==> src/rtl/lf_addsub_pipe.sv <==
// lf_addsub_pipe: three-stage pipelined Ladner-Fischer adder/subtractor.
// S1 forms bitwise P/G (carry-in folded into bit 0) and the first half of the
// prefix levels, S2 finishes the tree into per-bit carries, S3 is the result
// register carrying sum, cout, overflow and zero.
//
// Handshake: a bundle moves across an interface when valid and ready are both
// 1 at a rising clock edge. Each stage loads when it is empty or when its
// current content moves on in the same cycle, so bubbles collapse while the
// output is stalled. in_ready is combinational from out_ready through those
// stage enables (no skid buffer); at most three bundles are held.
module lf_addsub_pipe #(
    parameter int WIDTH = 32
) (
    input  logic             clk,
    input  logic             rst,
    input  logic             in_valid,
    output logic             in_ready,
    input  logic [WIDTH-1:0] a,
    input  logic [WIDTH-1:0] b,
    input  logic             cin,
    input  logic             op_sub,
    output logic             out_valid,
    input  logic             out_ready,
    output logic [WIDTH-1:0] sum,
    output logic             cout,
    output logic             overflow,
    output logic             zero
);

    localparam int L  = $clog2(WIDTH);
    localparam int L1 = (L + 1) / 2;

    // One prefix level k: node i with bit k set absorbs the group ending just
    // below its own aligned 2^k block.
    function automatic logic [2*WIDTH-1:0] lf_level(input logic [WIDTH-1:0] pin,
                                                     input logic [WIDTH-1:0] gin,
                                                     input int k);
        logic [WIDTH-1:0] po;
        logic [WIDTH-1:0] go;
        logic [L-1:0]     jj;
        po = pin;
        go = gin;
        for (int i = 0; i < WIDTH; i++) begin
            if (((i >> k) & 1) == 1) begin
                jj    = L'(((i >> k) << k) - 1);
                po[i] = pin[i] & pin[jj];
                go[i] = gin[i] | (pin[i] & gin[jj]);
            end
        end
        return {po, go};
    endfunction

    // Stage state
    logic             s1_v, s2_v, s3_v;
    logic [WIDTH-1:0] s1_p, s1_pp, s1_gg;
    logic             s1_c0;
    logic [WIDTH-1:0] s2_p, s2_g;
    logic             s2_c0;

    // Stage enables
    logic s1_en, s2_en, s3_en;

    assign s3_en     = out_ready | ~s3_v;
    assign s2_en     = ~s2_v | s3_en;
    assign s1_en     = ~s1_v | s2_en;
    assign in_ready  = s1_en;
    assign out_valid = s3_v;

    // S1 combinational: operand conditioning, P/G, carry-in fold, first levels
    logic [WIDTH-1:0] bx, p_raw, g_fold, pp1, gg1;
    logic             c0;
    always_comb begin
        bx     = op_sub ? ~b : b;
        c0     = op_sub ? 1'b1 : cin;
        p_raw  = a ^ bx;
        g_fold = a & bx;
        g_fold[0] = g_fold[0] | (p_raw[0] & c0);
        pp1 = p_raw;
        gg1 = g_fold;
        for (int k = 0; k < L1; k++) begin
            {pp1, gg1} = lf_level(pp1, gg1, k);
        end
    end

    // S2 combinational: remaining prefix levels yield carry out of every bit
    logic [WIDTH-1:0] pp2, gg2;
    always_comb begin
        pp2 = s1_pp;
        gg2 = s1_gg;
        for (int k = L1; k < L; k++) begin
            {pp2, gg2} = lf_level(pp2, gg2, k);
        end
    end

    // S3 combinational: sum bits use carry into each bit (c0 for bit 0)
    logic [WIDTH-1:0] nxt_sum;
    always_comb begin
        nxt_sum = s2_p ^ {s2_g[WIDTH-2:0], s2_c0};
    end

    // Stage valid bits: the only reset-critical pipeline state
    always_ff @(posedge clk or posedge rst) begin
        if (rst) begin
            s1_v <= 1'b0;
            s2_v <= 1'b0;
            s3_v <= 1'b0;
        end else begin
            if (s1_en) s1_v <= in_valid;
            if (s2_en) s2_v <= s1_v;
            if (s3_en) s3_v <= s2_v;
        end
    end

    // S1/S2 data registers, loaded only when a valid bundle enters the stage
    always_ff @(posedge clk) begin
        if (s1_en && in_valid) begin
            s1_p  <= p_raw;
            s1_pp <= pp1;
            s1_gg <= gg1;
            s1_c0 <= c0;
        end
        if (s2_en && s1_v) begin
            s2_p  <= s1_p;
            s2_g  <= gg2;
            s2_c0 <= s1_c0;
        end
    end

    // Output register: reset to zero, held stable while stalled
    always_ff @(posedge clk or posedge rst) begin
        if (rst) begin
            sum      <= '0;
            cout     <= 1'b0;
            overflow <= 1'b0;
            zero     <= 1'b0;
        end else if (s3_en && s2_v) begin
            sum      <= nxt_sum;
            cout     <= s2_g[WIDTH-1];
            overflow <= s2_g[WIDTH-2] ^ s2_g[WIDTH-1];
            zero     <= (nxt_sum == '0);
        end
    end

endmodule

==> config.mk <==
export PLATFORM = sky130hd
export DESIGN_NAME = lf_addsub_pipe
export DESIGN_NICKNAME = d
export VERILOG_FILES = /design/src/rtl/lf_addsub_pipe.sv
export SDC_FILE = /design/constraint.sdc
export NUM_CORES = 1
export LEC_CHECK = 0
export BUFFER_PORTS_ARGS = -buffer_cell sky130_fd_sc_hd__buf_2
export CAP_MARGIN = 20
export CORE_MARGIN = 2
export CORE_UTILIZATION = 45
export DETAILED_ROUTE_END_ITERATION = 10
export PLACE_DENSITY = 0.74
export SYNTH_ARGS = -nofsm -noshare
export SYNTH_HDL_FRONTEND = slang
export SYNTH_SLANG_ARGS = --single-unit
==> constraint.sdc <==
create_clock -name clk -period 3.8 [get_ports clk]
set_input_delay 0.38 -clock clk [delete_from_list [all_inputs] [get_ports clk]]
set_output_delay 0.38 -clock clk [all_outputs]
set_load 0.005 [all_outputs]
==> run summary, run 1 <==
The number of gates given a new drive strength after cts came out at 0. The endpoint arrival time on the critical path is 2.61 ns. Of the total synthesized cell area, the portion taken by AND, OR, NAND and NOR gates is 0.0618.

The final hold violation count is 0. The synthesized netlist contains 31 unique library cells. The detail route stage leaves a number of antenna-violating nets equal to 0. The synthesized instance count came out at 490. The number of maximum-capacitance constraint violations is 0. Of the total power, the share spent switching nets is 0.241. The largest net degree at the start of global routing came out at 87. The total DRC errors in the routed layout came out at 0.

The most used flip-flop cell after synthesis is sky130_fd_sc_hd__edfxtp_1. The worst setup path is captured at a flip-flop. The worst setup path is launched from a primary input. After routing, the total negative slack on setup checks comes to 0 ns. For the final database, setup skew stands at 0.00577 ns.

Of the total power, combinational logic draws 0.139. The max-slew violation count is 0. The transition time of the tightest slew-check pin came out at 0.924 ns. The congestion estimate from routability-driven global placement came to roughly 0.8. The count of clock tree sinks came out at between 150 and 200.

The clock tree from TritonCTS is built. The initial standard-cell utilization of the core is 0.461. After floorplanning, the core was sized to cover 0.0166 mm².

The area growth from synthesis to layout is 18.8%. The count of state elements after synthesis came out at between 150 and 200. The main combinational cell family by area after synthesis is compound AO/OA/AOI/OAI gates.

The largest total area in the synthesized netlist belongs to sky130_fd_sc_hd__edfxtp_1. The power spent charging and discharging nets came out at 1.26 mW. The proportion of layout cells with a drive suffix above 1 is 0.247. At the placement stage, the worst setup path has a slack of 0.920 ns. The register area is 0.00549 mm². Of the total synthesized cell area, the portion taken by full adders, half adders and majority gates is 0.0524. By startpoint and endpoint, the worst setup path is classified as in -> reg. The flow ran to the end, and the final reports show no timing, DRC or antenna violations.

The final period demand of the worst path came out at 2.43 ns. Of the total power, registers draw 0.521. The via-per-instance ratio is 4.97. The number of DRC violations after detailed-routing iteration 0 is 219. The cell chosen for the clock root is sky130_fd_sc_hd__clkbuf_16. The maximum vdd drop is around 0.35 mV. During placement, the flow inserted port buffers numbering 106. The required time reported for the critical path endpoint came out at around 4.0 ns. The die outline height came out at ~130 µm. The first global-routing pass estimated 22100 µm of wire. The overflow left after global routing came out at 0. For this design, the CTS-stage hold fixing added 0 buffers. The count of flip-flops with a built-in enable after synthesis is 151. After clock tree synthesis, the setup repair step added 0 buffers. The layout net count is 709. The standby leakage power came out at 3.79 nW.

The share of power burned in the clock network is 0.341. The final period utilization is 0.641. The area share of the largest cell type after synthesis is 0.594.

Setup repair after global routing left no endpoint under its margin. The number of warnings issued by yosys came out at 0. In this run the power density over the cells is 576 mW/mm². The path class of the tightest hold or removal check is in -> async.

Pin placement for this block handled roughly 110 I/O pins. The number of antenna violations at the first check in global routing is 0. The share of the synthesized netlist area taken by xor and xnor gates came out at 0.0745. The width of the chip came out at 134 µm.

The internal power of the cells totals a little under 4 mW. The largest single stage delay on the critical path is 0.55 ns. The average wire per standard cell is 16.7 µm. The clock buffer count from CTS is 17.

The floorplan step defined a die boundary enclosing 0.0180 mm². The repair_antennas step left the layout with diodes totalling 0. The fill cell instance count of the final layout came out at 1358. Setup slack on the critical path of the routed design comes to 1.37 ns. The setup-violating endpoint count in the final report is 0. The total iterations of the first detailed-routing run came out at 5. The peak fanout along the critical path is 23.

Traced cell by cell, the critical path runs through buf_2 > xor2_1 > ha_1 > a21o_1 > a21o_1 > a2111oi_2 > nor2_1 > a21o_1. In the post-synthesis netlist, the biggest area contributors are sky130_fd_sc_hd__edfxtp_1, sky130_fd_sc_hd__dfrtp_1, sky130_fd_sc_hd__ha_1. Measured against its own limit, the worst slew margin works out to 0.383.

The netlist area before placement came out at 0.00764 mm². The peak clock frequency supported by timing came out at 411 MHz. Among the stages of the critical path, the cell type that occurs most often is sky130_fd_sc_hd__a21o_1. The post-synthesis net count is ~590. The clock input transition at the sequential cells of the worst setup and hold paths came out at 0.06 ns. The number of global-route vias before repair came out at roughly 4.3k. The compound-cell area share of the yosys netlist is 0.0834. The routed layout has 4178 vias. The HPWL after detailed placement is between 10000 and 15000 µm. Counting along the longest clock path gives a buffer depth of 2. The largest individual stage delay along the critical path comes from the cell sky130_fd_sc_hd__buf_2. The global-route total usage across every layer came out at 0.162. The final wirelength is about 14000 µm. The per-instance average area after synthesis is 15.6 µm². The total number of placement rows is 47. The maximum level of the CTS H-tree came out at 4. For this run, the register share of the synthesized area comes to 0.718. The multi-input combinational cells in the finished layout cover a total of 0.00210 mm².

The share of async-settable or async-resettable flops after synthesis is 0.201. The multiplexer fraction of the synthesized cell area came out at 0.00147. The later-pin clock latency in the skew report is 0.42 ns.
-- cell type report --
cell class	count	share of cell area
clock buffers	24	0.0553
inverters	1	0.000414
flip-flops and latches	189	0.604
multi-input cells	286	0.231
well taps	220	0.0303
repair buffers	112	0.0670
clock inverters	8	0.0116
-- power by group through the flow --
| stage | Combinational (mW) | Clock, mW | Sequential, mW |
|---|---|---|---|
| CTS | 0.726 | 1.82 | 2.73 |
| detailed placement | 0.721 | 0 | 2.77 |
| global placement | 0.698 | 0 | 2.75 |
| floorplan | 0.425 | 0 | 2.74 |
| global route | 0.818 | 1.89 | 2.75 |
| finish | 0.726 | 1.78 | 2.72 |
-- layer usage --
metal	track usage	part of all wire	vias up
met3	0.0427	0.053	13
met2	0.271	0.50	101
met5	0	0	-
met4	0.0538	0.013	0
li1	-	-	2047
met1	0.206	0.43	2017
-- synthesized netlist by cell type, types with 3 or more instances --
library cell and number:
sky130_fd_sc_hd__edfxtp_1 151, sky130_fd_sc_hd__a21o_1 44, sky130_fd_sc_hd__dfrtp_1 38, sky130_fd_sc_hd__nand2_1 38
sky130_fd_sc_hd__xnor2_1 33, sky130_fd_sc_hd__ha_1 32, sky130_fd_sc_hd__o21ai_0 32, sky130_fd_sc_hd__xor2_1 32
sky130_fd_sc_hd__a21oi_1 11, sky130_fd_sc_hd__and2_1 11, sky130_fd_sc_hd__and3_1 11, sky130_fd_sc_hd__clkbuf_1 8
sky130_fd_sc_hd__nand4_1 8, sky130_fd_sc_hd__buf_2 6, sky130_fd_sc_hd__nand2b_1 5, sky130_fd_sc_hd__nor2_1 4
sky130_fd_sc_hd__or2_2 4, sky130_fd_sc_hd__a2111oi_2 3, sky130_fd_sc_hd__o31ai_1 3
-- cell usage in the layout, fill, tap and decap left out, types with 5 or more instances in the layout --
cell / instances
sky130_fd_sc_hd__clkbuf_8: 5
sky130_fd_sc_hd__clkbuf_16: 17
sky130_fd_sc_hd__edfxtp_1: 151
sky130_fd_sc_hd__a21oi_1: 11
sky130_fd_sc_hd__buf_2: 106
sky130_fd_sc_hd__xor2_1: 32
sky130_fd_sc_hd__nand2_1: 37
sky130_fd_sc_hd__o21ai_0: 32
sky130_fd_sc_hd__nand4_1: 8
sky130_fd_sc_hd__ha_1: 32
sky130_fd_sc_hd__a21o_1: 44
sky130_fd_sc_hd__xnor2_1: 33
sky130_fd_sc_hd__and2_1: 9
sky130_fd_sc_hd__nand2b_1: 5
sky130_fd_sc_hd__dfrtp_1: 38
sky130_fd_sc_hd__and3_1: 11
-- cell families (layout without fill, tap and decap cells) --
family	Yosys count	count (layout)
buffers and inverters	15	145
AOI/OAI and AO/OA	96	96
and+or+nand+nor	92	92
DFF	189	189
adders and majority gates	32	32
muxes	1	1
xor gates and xnor gates	65	65
-- path summary, 6_finish.rpt --
kind | slack (ns) | to | startpoint | cells past startpoint
worst max register to register | 1.73 | s2_p[16] | out_valid | 4
worst max-delay path | 1.37 | s1_gg[22] | op_sub | 8
worst min-delay path | 0.16 | out_valid | rst | 2
worst min register to register | 0.42 | s2_p[14] | s1_p[14] | 0
min in group clk | 0.17 | s1_v | in_valid | 2
max in group asynchronous | 2.88 | sum[27] | rst | 3
-- flip-flops by register name (all words and copies together), names as in the netlist, 21 cells and up --
signal,flops
s1_pp,21
s2_g,32
s1_p,32
s2_p,32
sum,32
s1_gg,32
-- per-stage QoR --
stage                     cell area, µm²  std cells  utilization  total power [mW]  hold slack [ns]
final                               9070        840        0.547              5.23            0.157
after global routing                9070        840        0.547              5.46            0.172
after global placement              8420        806        0.508              3.45            0.404
after CTS                           9030        838        0.544              5.27            0.157
after floorplan                     7640        490            -              3.17            0.400
after detailed placement            8420        806        0.508              3.49            0.405
-- critical path: cells and delay by family --
family	cells	cell delay, ns
AOI/OAI and AO/OA	4	1.02
buffers and inverters	1	0.55
and+or+nand+nor	1	0.11
adders and majority gates	1	0.30
xor gates and xnor gates	1	0.25
(Power assumes the default switching activity.)
==> run 2, diff against run 1 <==
==> constraint.sdc (replaced) <==
create_clock -name clk -period 2.46 [get_ports clk]
set_input_delay 0.246 -clock clk [delete_from_list [all_inputs] [get_ports clk]]
set_output_delay 0.246 -clock clk [all_outputs]
set_load 0.005 [all_outputs]
==> run 2 against run 1 <==
Net effect:
- combinational power up 56%
- global-route usage rose by 0.54 points
- count of clock-buffer cells in the layout fell by 4
- power rose by 57%
- wire length is 0.41% higher
- sequential share of layout area is 0.33 points lower
- final cell count grew 0.60%
- critical endpoint is now s1_gg[30]
- highest routed layer unchanged
==> run summary, run 2 (synthesized netlist as in run 1, its figures left out) <==
Run status: completed (unchanged). The cell chosen for the clock root is sky130_fd_sc_hd__clkbuf_16 (unchanged). The peak fanout along the critical path is 9 (was 23). The first-pass GRT wire length is 22700 µm (was 22100 µm). The hold-fix buffer count after cts came out at 1 (was 0). The setup-violating endpoint count in the final report is 0 (unchanged). The overall die area is 0.0180 mm² (unchanged). The number of diodes is 0 (unchanged). The post-CTS repair timing setup buffer count is 0 (unchanged). The worst setup skew after layout was 0.00551 ns (was 0.00577 ns). The total number of placement rows is 47 (unchanged). The number of antenna violations at the first check in global routing is 0 (unchanged). The clock buffer count from CTS is 17 (unchanged). Most frequent cells in the layout: sky130_fd_sc_hd__edfxtp_1, sky130_fd_sc_hd__buf_2, sky130_fd_sc_hd__a21o_1 (unchanged). The routability congestion estimate from global placement came out at 0.785 (was 0.796). The slowest stage cell on the critical path is sky130_fd_sc_hd__a2111oi_2 (was sky130_fd_sc_hd__buf_2). The global-route total usage across every layer is 0.167 (was 0.162).

The timing startpoint of the critical path is op_sub (unchanged). The clock tree from TritonCTS is built (unchanged). The final wirelength came out at 14000 µm (about the same). The end of the worst register-to-register path is s2_g[26] (was s2_p[16]). The peak clock frequency supported by timing came out at 499 MHz. The destination of the critical timing path was s1_gg[30] (was s1_gg[22]).

The area of the multi-input gates is 0.00210 mm² (unchanged). The count of clock tree sinks is 189 (unchanged). The register-to-register path setup slack is 0.70 ns (was 1.73 ns). The area growth from synthesis to layout is 19.5% (was 18.8%). The most common cell after layout, fill and taps aside was sky130_fd_sc_hd__edfxtp_1 (unchanged). The final core area utilization came out at 0.550 (was 0.547). The final hold violation count came out at 0 (unchanged). The number of global-route vias before repair was 4496 (was 4316).

The required time reported for the critical path endpoint is 2.64 ns (was 3.98 ns). The startpoint class of the critical path is a primary input (unchanged). The fill cell instance count of the final layout is 1343 (was 1358). The width of the chip was 134 µm (unchanged). The delay of the slowest cell on the worst path is 0.42 ns (was 0.55 ns). The standby leakage power came out at 3.82 nW (was 3.79 nW). The number of maximum-capacitance constraint violations is 0 (unchanged). The total DRC errors in the routed layout came out at 0 (unchanged). The clock input transition at the sequential cells of the worst setup and hold paths came out at 0.06 ns (about the same). Unrepaired setup endpoints after global routing: false (unchanged).

The worst min-delay path class is in -> reg (was in -> async). The maximum level of the CTS H-tree was 4 (unchanged). The start of the worst register-to-register path was s1_gg[7] (was out_valid). The maximum vdd drop came to 0.617 mV (was 0.345 mV). The via-per-instance ratio is 5.04 (was 4.97). The max-slew violation count came out at 0 (unchanged).

The count of input and output buffers is 106 (unchanged). The endpoint arrival time on the critical path came to 2.19 ns (was 2.61 ns). The headroom to the max-slew limit came to 0.633 (was 0.383). The power per unit of standard cell area is 899 mW/mm² (was 576 mW/mm²).

The die outline height is 134 µm (unchanged). Sequence of cells on the critical path: buf_2 > buf_4 > xor2_1 > ha_1 > a21o_1 > a2111oi_2 > nor2_1 > a21o_1 (was buf_2 > xor2_1 > ha_1 > a21o_1 > a21o_1 > a2111oi_2 > nor2_1 > a21o_1). The clock tree buffer depth is 2 (unchanged). The final period utilization came out at 0.814. The number of gates given a new drive strength after cts came out at 0 (unchanged).

The cell occurring most often along the worst timing path was sky130_fd_sc_hd__a21o_1 (unchanged). The later-pin clock latency in the skew report came out at 0.42 ns (about the same). The register area was 0.00549 mm² (unchanged). The transition time of the tightest slew-check pin came out at 0.548 ns (was 0.924 ns).

The overflow left after global routing is 0 (unchanged). The core outline area came to 0.0166 mm² (unchanged). The worst hold-check slack is 0.0439 ns (was 0.157 ns). The start-to-end type of the worst setup path is in -> reg (unchanged). The proportion of layout cells with a drive suffix above 1 is 0.251 (was 0.247). The average wire per standard cell was 16.6 µm (was 16.7 µm). The total iterations of the first detailed-routing run came out at 4 (was 5). The number of DRC violations after detailed-routing iteration 0 is 319 (was 219). The largest net degree at the start of global routing is 66 (was 87).

The initial standard-cell utilization of the core came to 0.461 (unchanged). The placed wire-length estimate was 10100 µm (was 10200 µm). The layout net count came out at 714 (was 709).

The final period demand of the worst path is 2.00 ns. The nature of the critical path endpoint is a flip-flop (unchanged). The number of top-level pins is 107 (unchanged). The number of nets with antenna violations after detailed routing came to 0 (unchanged). The total vias in the final route is 4262 (was 4178). The number of cell instances on the worst register-to-register path is 3 (was 4).
run 2: power breakdown:
part,total (mW),leakage [nW],internal (mW),switching (mW)
Sequential,4.21,1.93,4.00,0.209
Combinational,1.13,1.59,0.495,0.634
Clock,2.86,0.303,1.75,1.12
Total,8.20,3.82,6.24,1.96
run 2: final cells by class:
class | count | share of cell area
clock buffer | 20 | 0.0500
clock inverter | 12 | 0.0184
inverter | 1 | 0.000411
sequential | 189 | 0.601
timing repair buffer | 117 | 0.0702
multi-input combinational | 286 | 0.230
tap | 220 | 0.0302
run 2: worst min path at each step:
stage / startpoint / endpoint / slack, ns / cells past startpoint
after global placement: rst / sum[26] / 0.38 / 3
after CTS: in_valid / s1_v / 0.03 / 2
after global routing: in_valid / s1_v / 0.03 / 2
after detailed placement: rst / out_valid / 0.39 / 3
after floorplan: in_valid / s1_v / 0.35 / 1
final: in_valid / s1_v / 0.04 / 2
run 2: metal layers:
| metal | track usage | share of wire | up-vias |
|---|---|---|---|
| li1 | - | - | 2052 |
| met1 | 0.212 | 0.43 | 2043 |
| met2 | 0.277 | 0.49 | 148 |
| met3 | 0.0461 | 0.063 | 19 |
| met4 | 0.0602 | 0.017 | 0 |
| met5 | 0 | 0 | - |
run 2: worst max-delay path, delay by kind of cell:
kind	cells	cell delay [ns]
XOR/XNOR	1	0.17
AO/OA/AOI/OAI	3	0.81
buffers and inverters	2	0.55
adder cells (fa/ha/maj)	1	0.28
AND/OR/NAND/NOR	1	0.12
run 2: through the flow:
step	setup TNS, ns	area [µm²]	power [mW]	worst slack (ns)	std cells
global route	0	9130	8.57	0.356	845
CTS	0	9130	8.28	0.455	845
global placement	0	8490	5.35	0.0680	812
floorplan	0	7640	4.89	0.148	490
detailed placement	-0.00299	8490	5.41	-0.00299	812
finish	0	9130	8.20	0.457	845
